### src/rtl/seg7_pkg.sv
// Shared definitions for the seven-segment display controller slice.
//   seg7_ctrl_state_t : controller FSM states (IDLE, SCAN, COMMIT)
//   SEG7_W            : segment pattern width (g..a)
//   SEG7_BLANK        : active-low all-segments-off pattern
package seg7_pkg;

  localparam int unsigned SEG7_W = 7;
  localparam logic [SEG7_W-1:0] SEG7_BLANK = 7'h7F;

  typedef enum logic [1:0] {
    IDLE   = 2'd0,
    SCAN   = 2'd1,
    COMMIT = 2'd2
  } seg7_ctrl_state_t;

endpackage

### src/rtl/seg7_decoder.sv
// Hex nibble to seven-segment pattern decoder (combinational).
//   n_rst : active-low reset; pattern is blank while asserted
//   i_hex : 4-bit value to display
//   o_hex : active-low segments, bit order g..a
module seg7_decoder
  import seg7_pkg::*;
(
  input  logic              n_rst,
  input  logic [3:0]        i_hex,
  output logic [SEG7_W-1:0] o_hex
);

  logic [SEG7_W-1:0] pat;

  always_comb begin
    pat = SEG7_BLANK;
    case (i_hex)
      4'h0: pat = 7'h40;
      4'h1: pat = 7'h79;
      4'h2: pat = 7'h24;
      4'h3: pat = 7'h30;
      4'h4: pat = 7'h19;
      4'h5: pat = 7'h12;
      4'h6: pat = 7'h02;
      4'h7: pat = 7'h78;
      4'h8: pat = 7'h00;
      4'h9: pat = 7'h10;
      4'hA: pat = 7'h08;
      4'hB: pat = 7'h03;
      4'hC: pat = 7'h46;
      4'hD: pat = 7'h21;
      4'hE: pat = 7'h06;
      4'hF: pat = 7'h0E;
      default: pat = SEG7_BLANK;
    endcase
  end

  assign o_hex = n_rst ? pat : SEG7_BLANK;

endmodule

### src/rtl/seg7_display_ctrl.sv
// Multi-digit seven-segment controller. Accepts a packed hex value via
// valid/ready, decodes one digit per cycle (MSD first) into a shadow
// register through a single shared decoder, then commits all digits at once.
//   clk, n_rst : clock, asynchronous active-low reset
//   i_valid    : i_value valid for transfer
//   o_ready    : high only in IDLE
//   i_value    : packed nibbles, digit 0 rightmost
//   o_hex      : active-low segment patterns, 7 bits per digit (g..a)
//   o_done     : one-cycle pulse after a commit
// Optional macro SEG7_LEADING_ZERO_BLANK_EN: blank leading zero digits
// (digit 0 is always shown).
module seg7_display_ctrl
  import seg7_pkg::*;
#(
  parameter int unsigned NUM_DIGITS = 8
) (
  input  logic                         clk,
  input  logic                         n_rst,
  input  logic                         i_valid,
  output logic                         o_ready,
  input  logic [4*NUM_DIGITS-1:0]      i_value,
  output logic [SEG7_W*NUM_DIGITS-1:0] o_hex,
  output logic                         o_done
);

  localparam int unsigned IDX_W = (NUM_DIGITS > 1) ? $clog2(NUM_DIGITS) : 1;
  localparam logic [IDX_W-1:0] IDX_LAST = IDX_W'(NUM_DIGITS - 1);

  seg7_ctrl_state_t state_q, state_d;
  logic [IDX_W-1:0] idx_q, idx_d;
  logic [4*NUM_DIGITS-1:0] val_q, val_d;
  logic [SEG7_W*NUM_DIGITS-1:0] shadow_q, shadow_d;
  logic [SEG7_W*NUM_DIGITS-1:0] hex_q, hex_d;
  logic done_q, done_d;

  logic [3:0]        nibble;
  logic [SEG7_W-1:0] dec_hex;
  logic [SEG7_W-1:0] wr_pat;

  always_comb begin
    nibble = 4'h0;
    for (int unsigned i = 0; i < NUM_DIGITS; i++) begin
      if (idx_q == IDX_W'(i)) nibble = val_q[4*i +: 4];
    end
  end

  seg7_decoder u_dec (
    .n_rst (n_rst),
    .i_hex (nibble),
    .o_hex (dec_hex)
  );

`ifdef SEG7_LEADING_ZERO_BLANK_EN
  logic seen_nz_q, seen_nz_d;

  // Blank only zeros that precede the first nonzero digit; digit 0 always shows.
  always_comb begin
    seen_nz_d = seen_nz_q;
    if (state_q == IDLE && i_valid) seen_nz_d = 1'b0;
    else if (state_q == SCAN && nibble != 4'h0) seen_nz_d = 1'b1;
    wr_pat = (!seen_nz_q && nibble == 4'h0 && idx_q != '0) ? SEG7_BLANK : dec_hex;
  end

  always_ff @(posedge clk or negedge n_rst) begin
    if (!n_rst) seen_nz_q <= 1'b0;
    else        seen_nz_q <= seen_nz_d;
  end
`else
  assign wr_pat = dec_hex;
`endif

  always_comb begin
    state_d  = state_q;
    idx_d    = idx_q;
    val_d    = val_q;
    shadow_d = shadow_q;
    hex_d    = hex_q;
    done_d   = 1'b0;
    case (state_q)
      IDLE: begin
        if (i_valid) begin
          val_d   = i_value;
          idx_d   = IDX_LAST;
          state_d = SCAN;
        end
      end
      SCAN: begin
        for (int unsigned i = 0; i < NUM_DIGITS; i++) begin
          if (idx_q == IDX_W'(i)) shadow_d[SEG7_W*i +: SEG7_W] = wr_pat;
        end
        if (idx_q == '0) state_d = COMMIT;
        else             idx_d   = idx_q - IDX_W'(1);
      end
      COMMIT: begin
        hex_d   = shadow_q;
        done_d  = 1'b1;
        state_d = IDLE;
      end
      default: state_d = IDLE;
    endcase
  end

  always_ff @(posedge clk or negedge n_rst) begin
    if (!n_rst) begin
      state_q  <= IDLE;
      idx_q    <= '0;
      val_q    <= '0;
      shadow_q <= '1;
      hex_q    <= '1;
      done_q   <= 1'b0;
    end else begin
      state_q  <= state_d;
      idx_q    <= idx_d;
      val_q    <= val_d;
      shadow_q <= shadow_d;
      hex_q    <= hex_d;
      done_q   <= done_d;
    end
  end

  assign o_ready = (state_q == IDLE);
  assign o_hex   = hex_q;
  assign o_done  = done_q;

endmodule
### config.mk
export PLATFORM = sky130hd
export DESIGN_NAME = seg7_display_ctrl
export DESIGN_NICKNAME = d
export VERILOG_FILES = /design/src/rtl/seg7_pkg.sv /design/src/rtl/seg7_decoder.sv /design/src/rtl/seg7_display_ctrl.sv
export SDC_FILE = /design/constraint.sdc
export NUM_CORES = 1
export LEC_CHECK = 0
export BUFFER_PORTS_ARGS = -buffer_cell sky130_fd_sc_hd__buf_2
export CORE_UTILIZATION = 57
export DETAILED_ROUTE_END_ITERATION = 7
export HOLD_SLACK_MARGIN = 0.05
export PLACE_DENSITY_LB_ADDON = 0.12
export SETUP_SLACK_MARGIN = 0.2
export SLEW_MARGIN = 20
export SYNTH_ARGS = -nofsm -noshare
export SYNTH_HDL_FRONTEND = slang
export SYNTH_HIERARCHICAL = 1
export SYNTH_SLANG_ARGS = --single-unit
### constraint.sdc
create_clock -name clk -period 3.65 [get_ports clk]
set_input_delay 0.365 -clock clk [delete_from_list [all_inputs] [get_ports clk]]
set_output_delay 0.365 -clock clk [all_outputs]
set_load 0.02 [all_outputs]
# Word-level counts from Yosys, hierarchy flattened
# Memories as Yosys holds them, arrays and structs flattened.
# Cells that the tools add are included.
[totals]
ff_bits = 150
latch_bits = 0
ram_bits = 0
romBits = 112
word_cells = 57
n_memories = 1
[memory_table]
columns = ["memory", "words", "word_bits", "rd", "rd_clocked_by_memory_dff", "write_ports", "line_no", "rtl"]
rows = [
  ["(name not given)", 16, 7, 1, 0, 0, "seg7_decoder.sv:17", "case (i_hex)"],
]
[op_classes]
addsub = 1
mul = 0
n_div = 0
order_cmp = 0
n_eq_ne = 12
shifts = 0
n_mux = 16
bitwise = 0
n_reduce_logical = 14
[ops]
columns = ["cell", "n"]
rows = [
  ["4-bit two-way mux", 8],
  ["2-bit AND reduction", 10],
  ["3-bit == test, second input constant", 4],
  ["7-bit two-way mux", 1],
  ["3-bit by 2-bit == test with 1-bit output, second input constant", 2],
  ["3-bit two-way mux", 2],
  ["2-bit inequality test, second input constant", 3],
  ["3-bit one-hot mux with 2 select lines", 1],
  ["2-bit two-way mux", 2],
  ["2-bit one-hot mux with 2 select lines", 1],
  ["3-bit by 1-bit == test with 1-bit output, second input constant", 1],
  ["3-bit logical NOT", 1],
  ["3-bit AND reduction", 1],
  ["3-bit by 1-bit subtractor with 3-bit output, second input constant", 1],
  ["2-bit by 1-bit == test with 1-bit output, second input constant", 1],
  ["2-bit == test, second input constant", 1],
  ["2-bit logical NOT", 1],
  ["2-bit nonzero test", 1],
  ["1-bit two-way mux", 1],
]

# Longest topological paths before layout
# Gate-level depths: netlist of run 1.
# An unclocked memory read counts as a cell.
[logic_depth]
word_depth = 11
mapped_depth = 12
ltp_nobuf = 11

# By module
# The synthesis of run 1 kept the hierarchy.
[modules_own_cells]
columns = ["module", "n_inst", "cells_each", "area_each_um2"]
rows = [
  ["seg7_display_ctrl", 1, 524, 6426.2],
  ["seg7_decoder", 1, 37, 304.0],
]

# Least setup slack after synthesis of run 1
# Ideal clock, no wire load.
[synth_path]
path_kind = "reg2reg"
start = "register idx_q[0]"
end = "register shadow_q[16]"
t_arrival_ns = 2.927
required_time_ns = 3.586
path_slack_ns = 0.659
path_stages_with_launch = 13
n_path_buf = 1
synth_period_minus_slack_ns = 2.991
cell_sequence = "dfrtp_1 inv_1 ha_1 buf_2 a21o_1 a222oi_1 o21ai_1 a22o_1 inv_1 ha_1 inv_1 o311ai_0 mux2_2"
[synth_between]
elab_chain_len = 11
word_cells_on_any_way = 19
cone_classes = "eq/ne (7); mux (9); reduce/logical (2); memory (1)"
[synth_rtl]
columns = ["element", "line_no", "rtl"]
rows = [
  ["start: declaration", "seg7_display_ctrl.sv:30", "logic [IDX_W-1:0] idx_q, idx_d;"],
  ["start signal: assignment", "seg7_display_ctrl.sv:113", "idx_q <= idx_d;"],
  ["3-bit logical NOT", "seg7_display_ctrl.sv:43", "if (idx_q == IDX_W'(i)) nibble = val_q[4*i +: 4];"],
  ["4-bit two-way mux (7 in a row)", "seg7_display_ctrl.sv:43", ""],
  ["4-bit two-way mux *", "seg7_display_ctrl.sv:43", ""],
  ["named net nibble[0]", "seg7_display_ctrl.sv:36", "logic [3:0] nibble;"],
  ["memory 16 x 7 bit *", "-", ""],
  ["7-bit two-way mux *", "seg7_decoder.sv:38", "assign o_hex = n_rst ? pat : SEG7_BLANK;"],
  ["named net dec_hex[2]", "seg7_display_ctrl.sv:37", "logic [SEG7_W-1:0] dec_hex;"],
  ["end signal: assignment", "seg7_display_ctrl.sv:115", "shadow_q <= shadow_d;"],
  ["end: declaration", "seg7_display_ctrl.sv:32", "logic [SEG7_W*NUM_DIGITS-1:0] shadow_q, shadow_d;"],
]
# The timed path passes the listed nets; every way through them passes the cells marked *.
# A chain may end at the register's enable or synchronous reset.

# Worst setup path in the final report of run 1
[layout_path]
start = "register idx_q[0]"
end = "register shadow_q[42]"
# The elaborated chain is that of the path after synthesis.

==> results.py, run 1 <==
metrics = {
    "status": {
        "outcome": "finished clean",
    },
    "sta": {
        "finalSetupTns_ns": 0,
        "rsz0062_at_grt": "no",
        "maxSlewViolCount": 0,
        "setup_viol": 0,
        "relSlewSlack": 0.4558,
        "final.setup_skew_ns": 0.007274,
        "final.setup.worst_slack_ns": 0.4063,
        "finalCritPeriodShare": 0.8887,
        "min_period_ns": 3.244,
        "tightest_slew_ns": 0.8127,
        "max_freq_mhz": 308.3,
        "hold_violations": 0,
    },
    "setup_path": {
        "endpoint_kind": "flop",
        "crit_family": "compound AO/OA/AOI/OAI gates",
        "critPathLaunchType": "flop",
        "critical-path-slowest-cell": "ha_1",
        "r2r_setup_slack_ns": 0.41,
        "path_max_fanout": 18,
        "ff2ff_path_depth": 11,
        "timing.critical_path.arrival_ns": 3.60,
        "cp_cell_sequence": "ha_1, nor2b_1, a222oi_1, o21ai_1, a22o_1, inv_1, ha_1, nand2b_1, a32oi_1, buf_4, mux2_2",
        "crit_buf_inv": 2,
        "crit_type": "flop to flop",
        "required_ns": 4.01,
        "crit_top_cell": "ha_1",
        "critPathMaxStageDelay_ns": 0.56,
        "worst-path-stages": 11,
    },
    "route": {
        "drc": 0,
        "via_count": 4369,
        "wirelength_um": 13520,
        "drt_iter0_markers": 245,
        "drt-pass1-iter-count": 6,
        "via_per_inst": 5.394,
        "wl_per_cell_um": 16.69,
        "ant_nets": 0,
    },
    "final_layout": {
        "drive_above_1_share": 0.5307,
        "area_delta_synth_final_pct": 16.92,
        "final_core_utilization": 0.6862,
        "final_nets": 703,
        "layout_commonest_cell": "nand2_1",
        "insertedDiodeCount": 0,
        "layout_common_cells": "nand2_1 (175), dfstp_2 (112), buf_2 (91)",
    },
    "floorplan": {
        "initial_core_util": 0.5869,
        "die_w_um": 110.7,
        "rows": 39,
        "dieArea_sq_um": 12250,
        "ioPinCount": 93,
        "coreArea_sq_um": 11470,
        "die_h_um": 110.7,
    },
    "synth": {
        "async_reset_ff_frac": 1.000,
        "synth-edff-count": 0,
        "ys_warn_count": 6,
        "yosysSeqAreaShare": 0.5785,
        "synth_area_per_cell_sq_um": 12.00,
        "syn_area_sq_um": 6730,
        "ys_types": 43,
        "synthFlopType": "dfstp_2",
        "synthCells": 561,
        "syn_nets": 608,
        "ys_seq_elements": 150,
    },
    "clocking": {
        "clk-insertion-delay-late_ns": 0.42,
        "max-clock-path-buffers": 2,
        "numCtsBuffers": 17,
        "cts_setup_buffers": 0,
        "cts.sinks": 150,
        "root_buffer": "clkbuf_16",
        "cts_tree": "built",
        "htree_levels": 4,
        "path_clk_slew_ns": 0.06,
    },
    "placed_design": {
        "portBuffers": 92,
        "hpwl_um": 9069,
        "gp_congestion": 0.9373,
        "dpl_worst_slack_ns": 0.1609,
    },
    "grt": {
        "grt_pass1_vias": 4425,
        "antenna_found_initial": 0,
        "grtUsageTotal": 0.2377,
        "overflow": 0,
        "grt_max_degree": 61,
        "grt_pass1_wl_um": 22620,
    },
    "power": {
        "ir_worst_vdd_uv": 509.2,
        "power_mw": 8.422,
        "p_per_area_nw_per_um2": 1070,
        "leakagePower_nw": 3.664,
    },
    "min_path": {
        "hp-class": "primary input to flop",
        "hold_depth": 2,
    },
    "job": {
        "drv_cap": 0,
    },
}
## layout make-up
class                   instances  area (sq um)
clock inverters                 7         91.34
multi-input cells             373          2609
well taps                     143         178.9
clock buffers                  23         499.2
inverters                      10         37.54
fillers                       843          3598
repair buffers                104         559.3
flip-flops and latches        150          3894
## flip-flops by register name, summed over array words and instances, names as in the netlist
signal and flops:
o_hex 56, shadow_q 56, val_q 32, idx_q 3, state_q 2, o_done 1
## synth_stat cells (6+ instances only)
library cell  count  area, sq um
mux2_2           78        878.3
nand2_1         175        656.9
dfrtp_1          38        950.9
a22o_1            6        52.55
buf_6             6        67.56
ha_1             12        150.1
dfstp_2         112         2943
inv_1            10        37.54
a21oi_1           7        35.03
buf_2            16        80.08
nor2_1           11        41.29
mux2_4           10        150.1
o21ai_0          10        50.05
## repair_timing
item	4_1_cts	5_1_grt
gates resized for setup	1	4
hold buffers	1	0
endpoints found under the hold margin	12	0
endpoints found under the setup margin	8	46
## where the power goes
part | total [mW] | internal [mW] | leakage [nW] | switching (mW)
registers | 3.29 | 2.81 | 1.62 | 0.479
clock network | 1.74 | 1.09 | 0.295 | 0.643
logic | 3.40 | 1.47 | 1.75 | 1.93
total | 8.42 | 5.37 | 3.66 | 3.05
## per-layer routing
metal | track usage | share of wire
met1 | 0.3234 | 0.47
met5 | 0 | 0
met2 | 0.3706 | 0.47
met4 | 0.1049 | 0.024
met3 | 0.04975 | 0.035
## metrics by stage
| step | hold WS [ns] | instance area, sq um | std cells |
|---|---|---|---|
| after global routing | 0.1654 | 7869 | 810 |
| after global placement | 0.3506 | 7252 | 779 |
| after CTS | 0.1562 | 7860 | 810 |
| after detailed placement | 0.3521 | 7252 | 779 |
| final | 0.1717 | 7869 | 810 |
| after floorplan | 0.06941 | 6730 | 561 |
## worst register-to-register path, cell delays in order, from the launching register on
cell and delay [ns]:
dfrtp_1 0.43, ha_1 0.56, nor2b_1 0.11, a222oi_1 0.31
o21ai_1 0.12, a22o_1 0.30, inv_1 0.16, ha_1 0.24
nand2b_1 0.08, a32oi_1 0.45, buf_4 0.25, mux2_2 0.16
## path summary, 6_finish.rpt
check / endpoint / startpoint
max: shadow_q[42] / idx_q[0]
max in group asynchronous: o_hex[18] / n_rst
min in group asynchronous: o_done / n_rst
min reg2reg: o_hex[32] / shadow_q[32]
max reg2reg: shadow_q[42] / idx_q[0]
min: val_q[16] / i_value[16]
## logic make-up after synthesis
group           count (synthesis)  share of synthesized area
simple gates                  219                     0.1504
flops                         150                     0.5785
mux                            93                     0.1603
compound gates                 49                    0.05224
buf+inv                        38                    0.03625
fa+ha+maj                      12                    0.02231
No activity file was read; power rests on OpenSTA's default activity.
==> run 2, diff against run 1 <==
--- a/config.mk
+++ b/config.mk
@@ -10,6 +10,7 @@
 export DETAILED_ROUTE_END_ITERATION = 7
 export HOLD_SLACK_MARGIN = 0.05
 export PLACE_DENSITY_LB_ADDON = 0.12
+export REMOVE_ABC_BUFFERS = 1
 export SETUP_SLACK_MARGIN = 0.2
 export SLEW_MARGIN = 20
 export SYNTH_ARGS = -nofsm -noshare
==> run 2 against run 1 <==
Sequential cell count unchanged. Worst setup slack improved by 0.010 ns. Register-to-register slack is essentially flat.
==> results.py, run 2 (same netlist as run 1, synthesis figures left out) <==
metrics = {
    "final_layout": {
        "layout_common_cells": "nand2_1 (175), dfstp_2 (112), buf_2 (91)",
        "drive_above_1_share": 0.5314,
        "insertedDiodeCount": 0,
        "fillCellCount": 895,
        "final_nets": 703,
        "area_delta_synth_final_pct": 17.10,
        "layout_commonest_cell": "nand2_1",
    },
    "route": {
        "via_per_inst": 5.400,
        "drt_iter0_markers": 258,
        "wl_per_cell_um": 16.56,
        "drt-pass1-iter-count": 6,
        "wirelength_um": 13430,
        "via_count": 4379,
        "drc": 0,
        "ant_nets": 0,
    },
    "floorplan": {
        "coreArea_sq_um": 11470,
        "die_h_um": 110.7,
        "initial_core_util": 0.5869,
        "rows": 39,
        "die_w_um": 110.7,
        "ioPinCount": 93,
        "dieArea_sq_um": 12250,
    },
    "grt": {
        "antenna_found_initial": 0,
        "grt_pass1_wl_um": 22770,
        "grt_max_degree": 90,
        "overflow": 0,
        "grt_pass1_vias": 4566,
        "grtUsageTotal": 0.2371,
    },
    "sta": {
        "max_freq_mhz": 309.3,
        "finalSetupTns_ns": 0,
        "relSlewSlack": 0.4680,
        "hold_violations": 0,
        "final.setup_skew_ns": 0.006155,
        "finalCritPeriodShare": 0.8859,
        "min_period_ns": 3.234,
        "tightest_slew_ns": 0.7944,
        "maxSlewViolCount": 0,
        "hold_slack_ns": 0.1735,
        "setup_viol": 0,
        "rsz0062_at_grt": "no",
    },
    "setup_path": {
        "cp-startpoint": "idx_q[1]",
        "crit_type": "flop to flop",
        "timing.critical_path.arrival_ns": 3.59,
        "critPathMaxStageDelay_ns": 0.40,
        "crit_buf_inv": 3,
        "endpoint_kind": "flop",
        "critPathLaunchType": "flop",
        "path_max_fanout": 8,
        "required_ns": 4.01,
        "crit_family": "compound AO/OA/AOI/OAI gates",
        "cp_cell_sequence": "inv_1, ha_1, buf_4, a21o_1, a222oi_1, o21ai_1, a22o_1, inv_1, ha_1, or2_2, a32oi_4, mux2_2",
        "critical-path-slowest-cell": "dfrtp_1",
        "r2r_start": "idx_q[1]",
    },
    "clocking": {
        "htree_levels": 4,
        "numCtsBuffers": 17,
        "cts_tree": "built",
        "cts.sinks": 150,
        "clk-insertion-delay-late_ns": 0.42,
        "root_buffer": "clkbuf_16",
        "cts_setup_buffers": 0,
        "max-clock-path-buffers": 2,
        "path_clk_slew_ns": 0.06,
    },
    "min_path": {
        "min_from": "i_value[21]",
        "hp-class": "primary input to flop",
    },
    "power": {
        "p_sw_mw": 3.142,
        "p_int_mw": 5.329,
        "ir_worst_vdd_uv": 514.7,
        "clkPwrFrac": 0.200,
        "p_sw_frac": 0.3709,
        "leakagePower_nw": 3.654,
        "p_per_area_nw_per_um2": 1075,
        "power_frac_seq": 0.385,
        "combPwrFrac": 0.415,
    },
    "placed_design": {
        "portBuffers": 92,
        "gp_congestion": 0.9223,
        "hpwl_um": 8900,
    },
    "job": {
        "drv_cap": 0,
    },
    "status": {
        "outcome": "finished clean",
    },
}
==> run 2: cell count changes in the layout (fill, tap and decap cells not counted), sizes merged <==
cell | before | now
clkinv | 2 | 4
inv | 13 | 12
==> run 2: power groups by stage <==
stage          logic [mW]  clock network, mW  registers (mW)
2_1_floorplan        2.08                  0            3.51
3_3_place_gp         3.22                  0            3.25
3_5_place_dp         3.35                  0            3.28
4_1_cts              3.39               1.72            3.27
5_1_grt              3.80               1.80            3.36
6_report             3.52               1.69            3.26
==> run 2: routing by layer <==
layer | vias up | GRT usage | share of wire
li1 | 2063 | - | -
met1 | 2193 | 0.2993 | 0.44
met2 | 100 | 0.3963 | 0.50
met3 | 23 | 0.04647 | 0.033
met4 | 0 | 0.1067 | 0.021
met5 | - | 0 | 0
==> run 2: worst reg2reg max path: stages (launching register included) <==
cell and delay (ns):
dfrtp_1 0.40, inv_1 0.11, ha_1 0.29, buf_4 0.20
a21o_1 0.16, a222oi_1 0.23, o21ai_1 0.12, a22o_1 0.31
inv_1 0.18, ha_1 0.28, or2_2 0.33, a32oi_4 0.33
mux2_2 0.23
==> run 2: area by class of cell <==
| class | count | area [sq um] | share of cell area |
|---|---|---|---|
| Sequential cell | 150 | 3894 | 0.4940 |
| Multi-Input combinational cell | 373 | 2644 | 0.3355 |
| Timing Repair Buffer | 104 | 563.0 | 0.07144 |
| Clock buffer | 23 | 467.9 | 0.05937 |
| Tap cell | 143 | 178.9 | 0.02270 |
| Clock inverter | 8 | 96.34 | 0.01222 |
| Inverter | 10 | 37.54 | 0.004763 |
==> run 2: through the flow <==
stage | instances | worst slack, ns | util | power, mW | cell area (sq um)
finish | 811 | 0.4164 | 0.6873 | 8.471 | 7881
global route | 811 | 0.2607 | 0.6873 | 8.956 | 7881
CTS | 811 | 0.2287 | 0.6831 | 8.381 | 7834
detailed placement | 779 | 0.07077 | 0.6324 | 6.631 | 7252
global placement | 779 | 0.2303 | 0.6324 | 6.466 | 7252
floorplan | 533 | 0.5064 | - | 5.595 | 6524
==> run 2: what timing repair did <==
item | 4_1_cts | 5_1_grt
endpoints found under the setup margin | 8 | 42
pin swaps | 0 | 0
cloned | 0 | 0
hold buffers | 1 | 0
gates resized for setup | 1 | 7
hold endpoints to repair | 37 | 0
==> run 2: worst paths after layout <==
check	endpoint	slack (ns)	depth (start not counted)
worst max register to register	shadow_q[24]	0.42	12
worst min-delay path	val_q[21]	0.17	2
worst min register to register	o_hex[53]	0.45	2
max in group asynchronous	o_done	1.99	3
min in group asynchronous	state_q[0]	0.52	2
worst max-delay path	shadow_q[24]	0.42	12
==> run 3, diff against run 2 <==
--- a/config.mk
+++ b/config.mk
@@ -6,7 +6,7 @@
 export NUM_CORES = 1
 export LEC_CHECK = 0
 export BUFFER_PORTS_ARGS = -buffer_cell sky130_fd_sc_hd__buf_2
-export CORE_UTILIZATION = 57
+export CORE_UTILIZATION = 60
 export DETAILED_ROUTE_END_ITERATION = 7
 export HOLD_SLACK_MARGIN = 0.05
 export PLACE_DENSITY_LB_ADDON = 0.12
@@ -15,5 +15,4 @@
 export SLEW_MARGIN = 20
 export SYNTH_ARGS = -nofsm -noshare
 export SYNTH_HDL_FRONTEND = slang
-export SYNTH_HIERARCHICAL = 1
 export SYNTH_SLANG_ARGS = --single-unit
==> constraint.sdc (replaced) <==
create_clock -name clk -period 4.01 [get_ports clk]
set_input_delay 0.401 -clock clk [delete_from_list [all_inputs] [get_ports clk]]
set_output_delay 0.401 -clock clk [all_outputs]
set_load 0.02 [all_outputs]
==> run 3 against run 2 <==
Design area is 2.1% lower. Die area is 8.3% lower. Sequential cell count stayed put. Synthesized cell count is 7.7% lower. Hold slack worse by 0.066 ns. Critical path type unchanged. Largest cell class unchanged. Highest routed layer unchanged.
==> results.py, run 3 <==
metrics = {
    "final_layout": {
        "layout_commonest_cell": "dfstp_2",
        "area_delta_synth_final_pct": 19.03,
        "instances_no_fill": 758,
        "layout_common_cells": "dfstp_2 (112), buf_2 (91), mux2_2 (87)",
        "drive_above_1_share": 0.5531,
        "fillCellCount": 682,
        "fin_area_sq_um": 7716,
        "final_nets": 655,
        "insertedDiodeCount": 0,
    },
    "sta": {
        "setup_viol": 0,
        "rsz0062_at_grt": "no",
        "tightest_slew_ns": 0.9520,
        "final.setup_skew_ns": 0.01081,
        "finalCritPeriodShare": 0.8851,
        "min_period_ns": 3.549,
        "maxSlewViolCount": 0,
        "relSlewSlack": 0.3599,
        "finalSetupTns_ns": 0,
        "max_freq_mhz": 281.7,
        "hold_slack_ns": 0.1071,
        "hold_violations": 0,
    },
    "route": {
        "drt-pass1-iter-count": 4,
        "via_per_inst": 5.675,
        "drc": 0,
        "drt_iter0_markers": 219,
        "wirelength_um": 12990,
        "wl_per_cell_um": 17.14,
        "ant_nets": 0,
        "via_count": 4302,
    },
    "clocking": {
        "numCtsBuffers": 17,
        "clk-insertion-delay-late_ns": 0.52,
        "path_clk_slew_ns": 0.07,
        "htree_levels": 4,
        "cts_setup_buffers": 0,
        "max-clock-path-buffers": 2,
        "root_buffer": "clkbuf_8",
        "cts_tree": "built",
        "cts.sinks": 150,
    },
    "setup_path": {
        "r2r_end": "shadow_q[18]",
        "path_max_fanout": 13,
        "critPathLaunchType": "flop",
        "required_ns": 4.44,
        "ff2ff_path_depth": 11,
        "r2r_start": "idx_q[0]",
        "crit_type": "flop to flop",
        "timing.critical_path.arrival_ns": 3.97,
        "cp-startpoint": "idx_q[0]",
        "endpoint_kind": "flop",
        "r2r_setup_slack_ns": 0.46,
    },
    "min_path": {
        "min_to": "val_q[25]",
        "min_from": "i_value[25]",
        "hold_depth": 2,
        "hp-class": "primary input to flop",
    },
    "synth": {
        "ys_top_cells_by_area": "dfstp_2 (45%), mux2_2 (15%), dfrtp_1 (15%), nand2_1 (3.4%), ha_1 (2.1%)",
        "yosysMostFrequentCell": "dfstp_2",
        "async_reset_ff_frac": 1.000,
        "syn_area_sq_um": 6482,
        "synthCells": 518,
        "ys_types": 49,
        "ys_warn_count": 0,
        "synth_top_area_cell": "dfstp_2",
        "synth_common_cells": "dfstp_2 (112), mux2_2 (87), nand2_1 (59)",
        "synth_top_cell_area_share": 0.4540,
        "yosysSeqAreaShare": 0.6007,
        "synthFlopType": "dfstp_2",
        "synth_area_per_cell_sq_um": 12.51,
        "synth-edff-count": 0,
        "ys_seq_elements": 150,
    },
    "floorplan": {
        "rows": 37,
        "die_w_um": 105.9,
        "dieArea_sq_um": 11220,
        "die_h_um": 105.9,
        "ioPinCount": 93,
        "initial_core_util": 0.6223,
        "coreArea_sq_um": 10420,
    },
    "power": {
        "power_mw": 7.707,
        "p_int_mw": 4.847,
        "p_sw_frac": 0.3710,
        "clkPwrFrac": 0.219,
        "power_frac_seq": 0.393,
        "p_per_area_nw_per_um2": 998.8,
        "ir_worst_vdd_uv": 488.6,
        "leakagePower_nw": 3.389,
        "p_sw_mw": 2.859,
        "combPwrFrac": 0.388,
    },
    "grt": {
        "antenna_found_initial": 0,
        "overflow": 0,
        "grt_pass1_vias": 4307,
        "grt_pass1_wl_um": 21990,
        "grtUsageTotal": 0.2528,
        "grt_max_degree": 81,
    },
    "job": {
        "drv_cap": 0,
    },
    "placed_design": {
        "dp.cells": 725,
        "portBuffers": 92,
        "place_area_sq_um": 7058,
        "hpwl_um": 8806,
        "gp_congestion": 0.8567,
    },
    "status": {
        "outcome": "finished clean",
    },
}
run 3: power groups by stage:
stage          clock network [mW]  logic (mW)  registers (mW)
3_3_place_gp                    0        2.85            3.00
6_report                     1.69        2.99            3.03
4_1_cts                      1.71        2.98            3.04
2_1_floorplan                   0        1.86            3.22
3_5_place_dp                    0        2.96            3.05
5_1_grt                      1.78        3.26            3.12
run 3: how the worst max path moves through the flow:
| stage | slack (ns) | to | depth (start not counted) |
|---|---|---|---|
| after floorplan | 0.55 | o_hex[0] | 2 |
| after global placement | 0.65 | shadow_q[18] | 11 |
| after detailed placement | 0.46 | shadow_q[4] | 11 |
| after CTS | 0.40 | shadow_q[4] | 11 |
| after global routing | 0.24 | shadow_q[4] | 11 |
| final | 0.46 | shadow_q[18] | 11 |
run 3: worst max-delay path, cell delays in order (launching register included):
cell and delay [ns]:
dfrtp_1 0.40, inv_1 0.15, ha_1 0.47, nand2_1 0.10, o211ai_1 0.20, o311ai_0 0.18
a21oi_1 0.49, inv_1 0.18, ha_1 0.29, and3_1 0.20, a2111oi_4 0.62, o21ai_1 0.17
run 3: kinds of logic after synthesis:
| group | synth area share |
|---|---|
| compound gates | 0.1089 |
| flops | 0.6007 |
| buf+inv | 0.02335 |
| simple gates | 0.08396 |
| xor+xnor | 0.002703 |
| mux | 0.1592 |
| fa+ha+maj | 0.02123 |
run 3: repair_timing:
action                                  CTS  global route
endpoints found under the setup margin    0            17
hold buffers                              1             0
gates resized for setup                   0             2
endpoints found under the hold margin     8             0
run 3: final cells by class:
class | count | area, sq um | area share
Clock inverter | 10 | 167.7 | 0.02173
Inverter | 10 | 37.54 | 0.004865
Sequential cell | 150 | 3894 | 0.5046
Multi-Input combinational cell | 331 | 2451 | 0.3177
Clock buffer | 22 | 474.2 | 0.06146
Tap cell | 136 | 170.2 | 0.02205
Timing Repair Buffer | 99 | 521.8 | 0.06762
run 3: metrics by stage:
step	util	setup slack (ns)
after floorplan	-	0.5545
after global placement	0.6776	0.6524
after detailed placement	0.6776	0.4621
after CTS	0.7402	0.4030
after global routing	0.7408	0.2362
final	0.7408	0.4607
run 3: layer usage:
metal | up-vias | share of wire | track usage
met5 | - | 0 | 0
met4 | 0 | 0.016 | 0.07837
met3 | 22 | 0.034 | 0.05947
met2 | 108 | 0.50 | 0.4080
met1 | 2157 | 0.45 | 0.3417
li1 | 2015 | - | -
